**config.mk**
```make
export PLATFORM = sky130hd
export DESIGN_NAME = sysp_icb_arb
export DESIGN_NICKNAME = d
export VERILOG_FILES = /design/src/rtl/sysp_icb_arb.sv
export SDC_FILE = /design/constraint.sdc
export NUM_CORES = 1
export LEC_CHECK = 0
export ABC_AREA = 1
export CAP_MARGIN = 20
export CORE_AREA = 3 3 123 125
export CTS_CLUSTER_SIZE = 16
export DETAILED_ROUTE_END_ITERATION = 7
export DIE_AREA = 0 0 126 128
export GPL_TIMING_DRIVEN = 0
export PLACE_DENSITY = 0.63
export SYNTH_ARGS = -nofsm -noshare
export SYNTH_HDL_FRONTEND = slang
export SYNTH_SLANG_ARGS = --single-unit
export TNS_END_PERCENT = 30
```
**constraint.sdc**
```tcl
create_clock -name clk -period 4.6 [get_ports clk]
set_input_delay 0.92 -clock clk [delete_from_list [all_inputs] [get_ports clk]]
set_output_delay 0.92 -clock clk [all_outputs]
set_load 0.02 [all_outputs]
```
**src/rtl/sysp_icb_arb.sv**
```systemverilog
// sysp_icb_arb: round-robin ICB arbiter sharing the sysp slave port
// between two masters, with one outstanding read and a response watchdog.
module sysp_icb_arb #(
    parameter int AW     = 32,
    parameter int DW     = 32,
    parameter int TO_CYC = 255
) (
    input  logic            clk,
    input  logic            rst_n,

    input  logic            m0_icb_cmd_valid,
    output logic            m0_icb_cmd_ready,
    input  logic [AW-1:0]   m0_icb_cmd_addr,
    input  logic            m0_icb_cmd_read,
    input  logic [DW-1:0]   m0_icb_cmd_wdata,
    input  logic [DW/8-1:0] m0_icb_cmd_wmask,
    output logic            m0_icb_rsp_valid,
    input  logic            m0_icb_rsp_ready,
    output logic            m0_icb_rsp_err,
    output logic [DW-1:0]   m0_icb_rsp_rdata,

    input  logic            m1_icb_cmd_valid,
    output logic            m1_icb_cmd_ready,
    input  logic [AW-1:0]   m1_icb_cmd_addr,
    input  logic            m1_icb_cmd_read,
    input  logic [DW-1:0]   m1_icb_cmd_wdata,
    input  logic [DW/8-1:0] m1_icb_cmd_wmask,
    output logic            m1_icb_rsp_valid,
    input  logic            m1_icb_rsp_ready,
    output logic            m1_icb_rsp_err,
    output logic [DW-1:0]   m1_icb_rsp_rdata,

    output logic            s_icb_cmd_valid,
    input  logic            s_icb_cmd_ready,
    output logic [AW-1:0]   s_icb_cmd_addr,
    output logic            s_icb_cmd_read,
    output logic [DW-1:0]   s_icb_cmd_wdata,
    output logic [DW/8-1:0] s_icb_cmd_wmask,
    input  logic            s_icb_rsp_valid,
    output logic            s_icb_rsp_ready,
    input  logic            s_icb_rsp_err,
    input  logic [DW-1:0]   s_icb_rsp_rdata
);

    localparam logic [7:0] TO_LAST = 8'(TO_CYC - 1);

    typedef enum logic [1:0] {
        IDLE     = 2'd0,
        WAIT_RSP = 2'd1,
        ERR_RSP  = 2'd2
    } state_t;

    state_t      r_state;
    state_t      w_state_nxt;
    logic        r_owner;
    logic        r_prio;
    logic        r_lock;
    logic        r_lock_id;
    logic [7:0]  r_to_cnt;
    logic        w_owner_nxt;
    logic        w_prio_nxt;
    logic        w_lock_nxt;
    logic        w_lock_id_nxt;
    logic [7:0]  w_to_cnt_nxt;

    logic        w_idle;
    logic        w_grant;
    logic        w_gnt_valid;
    logic        w_cmd_hs;
    logic        w_own_rdy;
    logic        w_rsp_vld;
    logic        w_rsp_err;
    logic [DW-1:0] w_rsp_rdata;
    logic        w_s_rsp_rdy;

    // A stalled command keeps its grant until the slave takes it.
    always_comb begin
        w_grant = r_prio;
        if (r_lock)
            w_grant = r_lock_id;
        else if (m0_icb_cmd_valid && !m1_icb_cmd_valid)
            w_grant = 1'b0;
        else if (m1_icb_cmd_valid && !m0_icb_cmd_valid)
            w_grant = 1'b1;
    end

    // Gating with rst_n forces the command outputs quiet during reset.
    assign w_idle      = (r_state == IDLE) && rst_n;
    assign w_gnt_valid = w_grant ? m1_icb_cmd_valid : m0_icb_cmd_valid;

    assign s_icb_cmd_valid = w_idle && w_gnt_valid;
    assign s_icb_cmd_addr  = w_grant ? m1_icb_cmd_addr  : m0_icb_cmd_addr;
    assign s_icb_cmd_read  = w_grant ? m1_icb_cmd_read  : m0_icb_cmd_read;
    assign s_icb_cmd_wdata = w_grant ? m1_icb_cmd_wdata : m0_icb_cmd_wdata;
    assign s_icb_cmd_wmask = w_grant ? m1_icb_cmd_wmask : m0_icb_cmd_wmask;

    assign w_cmd_hs = s_icb_cmd_valid && s_icb_cmd_ready;

    assign m0_icb_cmd_ready = w_idle && !w_grant && m0_icb_cmd_valid
                              && s_icb_cmd_ready;
    assign m1_icb_cmd_ready = w_idle && w_grant && m1_icb_cmd_valid
                              && s_icb_cmd_ready;

    assign w_own_rdy = r_owner ? m1_icb_rsp_ready : m0_icb_rsp_ready;

    always_comb begin
        w_rsp_vld   = 1'b0;
        w_rsp_err   = 1'b0;
        w_rsp_rdata = '0;
        w_s_rsp_rdy = 1'b1;
        case (r_state)
            WAIT_RSP: begin
                w_rsp_vld   = s_icb_rsp_valid;
                w_rsp_err   = s_icb_rsp_err;
                w_rsp_rdata = s_icb_rsp_rdata;
                w_s_rsp_rdy = w_own_rdy;
            end
            ERR_RSP: begin
                w_rsp_vld = 1'b1;
                w_rsp_err = 1'b1;
            end
            default: ;
        endcase
    end

    assign s_icb_rsp_ready  = w_s_rsp_rdy;
    assign m0_icb_rsp_valid = w_rsp_vld && !r_owner;
    assign m0_icb_rsp_err   = w_rsp_err && !r_owner;
    assign m0_icb_rsp_rdata = r_owner ? '0 : w_rsp_rdata;
    assign m1_icb_rsp_valid = w_rsp_vld && r_owner;
    assign m1_icb_rsp_err   = w_rsp_err && r_owner;
    assign m1_icb_rsp_rdata = r_owner ? w_rsp_rdata : '0;

    always_comb begin
        w_state_nxt   = r_state;
        w_owner_nxt   = r_owner;
        w_prio_nxt    = r_prio;
        w_lock_nxt    = r_lock;
        w_lock_id_nxt = r_lock_id;
        w_to_cnt_nxt  = r_to_cnt;
        case (r_state)
            IDLE: begin
                if (w_cmd_hs) begin
                    w_prio_nxt = ~w_grant;
                    w_lock_nxt = 1'b0;
                    if (s_icb_cmd_read) begin
                        w_owner_nxt  = w_grant;
                        w_to_cnt_nxt = 8'd0;
                        w_state_nxt  = WAIT_RSP;
                    end
                end else if (s_icb_cmd_valid) begin
                    w_lock_nxt    = 1'b1;
                    w_lock_id_nxt = w_grant;
                end
            end
            WAIT_RSP: begin
                if (s_icb_rsp_valid) begin
                    if (w_own_rdy)
                        w_state_nxt = IDLE;
                end else if (r_to_cnt == TO_LAST) begin
                    w_state_nxt = ERR_RSP;
                end else begin
                    w_to_cnt_nxt = r_to_cnt + 8'd1;
                end
            end
            ERR_RSP: begin
                if (w_own_rdy)
                    w_state_nxt = IDLE;
            end
            default: w_state_nxt = IDLE;
        endcase
    end

    always_ff @(posedge clk or negedge rst_n) begin
        if (!rst_n) begin
            r_state   <= IDLE;
            r_owner   <= 1'b0;
            r_prio    <= 1'b0;
            r_lock    <= 1'b0;
            r_lock_id <= 1'b0;
            r_to_cnt  <= 8'd0;
        end else begin
            r_state   <= w_state_nxt;
            r_owner   <= w_owner_nxt;
            r_prio    <= w_prio_nxt;
            r_lock    <= w_lock_nxt;
            r_lock_id <= w_lock_id_nxt;
            r_to_cnt  <= w_to_cnt_nxt;
        end
    end

endmodule

```
==> metrics <==
relative slew slack=0.547; Crit. End Element=output port; Worst R2R End=r_to_cnt[2]; RSZ-0062 raised after global routing=false; Clk Latency, worst-skew pair=250 ps; final wirelength=13800 µm; number of global-route vias before repair=3773; CTS Buf Count=3; sequential area share after synthesis=0.149; Post-synth EDFFs=0; final setup TNS=0 ps; Clk pwr share=0.056; WP data required=3680 ps; Starting DRT DRC Count=162; CTS Hold Bufs=0; vias=3918; post-CTS setup buffers=0; Worst IR Drop VDD=0.190 mV; TritonCTS Sinks=14; f_max=0.237 GHz; WHS Endpoint=r_lock_id; cell count after synthesis=480; share of cells above drive strength 1=0.0299; Seq pwr share=0.056; CTS max path bufs=2; DIE HEIGHT=128 µm; H-tree depth=1; cell with the most instances after synthesis=nand2_1; initial antenna violation count=0; largest net degree at the start of global routing=16; Comb power frac=0.887; Boundary Pins=320; r2r setup slk=2760 ps; Lkg Pwr=0.00270 µW; die width=126 µm; area used by multi-input combinational logic=1660 µm²; # setup viols final=0; first-pass GRT wire length=20600 µm; Final Skew=1.38 ps; DP HPWL=12100 µm; Hold Violations, Final=0; die footprint=16100 µm²; register area=350 µm²; power per cell area=560 nW/µm²; Hold Crit Class=flip-flop to flip-flop; Sw Ratio=0.545; drt drc=0; drt pass-1 iters=6; fillers=1516; Final Cycle Share=0.916; Top FF cell, synth=dfrtp_1; Worst Min Path Start=r_lock_id; Layout Nets=989; synth warn=0; hold_ws=489 ps; Routability Congestion=0.816; worst-path maximum fanout=10; Area contributors post-synth=nand2_1, dfrtp_1, nor3_1, inv_1, nand3_1; Final ANT Viol Nets=0; RR Startpoint=r_state[0]; Worst-path clk slew=50 ps; FFs w/ async S/R, synth=1.00; TritonCTS clock tree=yes; Syn Area/Cell=4.90 µm²; clk root buf=clkbuf_16; max-slew violations=0; Max-cap violations=0; status=finished clean; Int Power=1490 µW; leading area contributor after synthesis=nand2_1; Cell variety after synth=20; syn nets=665; I/O Buffers=319; Cells on Worst Hold Path=2; Netlist Area Pre-Place=2350 µm²; GRT overflow=0; Via density=3.99; Initial Util=0.168; Switch Pwr=1790 µW; CP Launch Type=primary input; n_diodes=0; All-Layer GR Usage=0.158; min Tclk post-route=4210 ps; Core Rows=43; Synth top cells by count=nand2_1, nor3_1, inv_1, clkbuf_1, nand3_1; Layout area overhead=149%; Yosys top cell area share=0.397; drt wl/cell=14.0 µm; Arrival @ worst endpoint=3290 ps; CORE AREA=14000 µm²; crit path kind=primary input to output port; R2R depth=11; cts repair resizes=0; Yosys reg bits=14; Worst-Margin Slew=677 ps
## routing by layer
layer  GRT usage  wire, µm
met1       0.182      5340
met2       0.288      7060
met3      0.0533      1240
met4      0.0246       177
met5           0         0
## state kept, by name, summed over array words and instances, names as in the netlist
signal	count
r_lock	1
r_lock_id	1
r_owner	1
r_prio	1
r_state	2
r_to_cnt	8
## power groups by stage
stage | Clock [µW] | Combinational, µW | Sequential, µW
floorplan | 0 | 1550 | 180
global placement | 0 | 2960 | 187
detailed placement | 0 | 2950 | 187
CTS | 189 | 2960 | 186
global route | 196 | 3160 | 190
finish | 185 | 2910 | 185
## cell usage in the layout, fill, tap and decap left out, drive strengths merged
cell           Yosys  layout
inv               54      54
dfrtp             14      14
clkinv             1       1
ha                 6       6
nor3              65      65
buf               10      10
nand2            256     256
nand3             18      18
a211oi             1       1
o21ai              8       8
xor2               1       1
nor2              16      16
o21bai             2       2
a21oi              8       8
clkdlybuf4s50      0     319
clkbuf            20      24
## worst max path at each step
stage,endpoint,slack [ps],from,cells past startpoint
2_1_floorplan,s_icb_cmd_wdata[14],1850,m0_icb_cmd_valid,9
3_3_place_gp,s_icb_cmd_wdata[13],350,m0_icb_cmd_valid,11
3_5_place_dp,s_icb_cmd_wdata[13],320,m0_icb_cmd_valid,11
4_1_cts,s_icb_cmd_wdata[13],310,m0_icb_cmd_valid,11
5_1_grt,s_icb_cmd_wdata[13],170,m0_icb_cmd_valid,11
6_report,s_icb_cmd_wdata[13],390,m0_icb_cmd_valid,11
## kinds of logic after synthesis
family / Yosys count / share of synthesized area
AND/OR/NAND/NOR: 355 / 0.627
flip-flops: 14 / 0.149
AO/OA/AOI/OAI: 19 / 0.0452
buffers and inverters: 85 / 0.144
adder cells (fa/ha/maj): 6 / 0.0319
XOR/XNOR: 1 / 0.00372
## critical path: stages
cell and delay, ps:
clkdlybuf4s50_1 500, inv_1 70, nand2_1 50, nand2_1 60
nand2_2 100, nand2_4 100, inv_2 150, clkbuf_1 460
nand2_1 90, nand2_1 120, clkdlybuf4s50_1 670
## metrics by stage
step                cells  utilization  power (µW)  setup WS (ps)  area [µm²]
floorplan             480            -        1730           1850        2350
CTS                   983        0.419        3340            309        5860
detailed placement    979        0.413        3140            315        5770
global placement      979        0.413        3140            354        5770
finish                983        0.419        3280            386        5860
global route          983        0.419        3540            166        5860
## layout make-up
type	instances	area share
plain buffers	30	0.0224
clock buffers	4	0.0152
inverters	55	0.0352
multi-input cells	381	0.284
flip-flops and latches	14	0.0598
well taps	180	0.0384
repair buffers	319	0.545
Power figures use the tool's default switching activity.
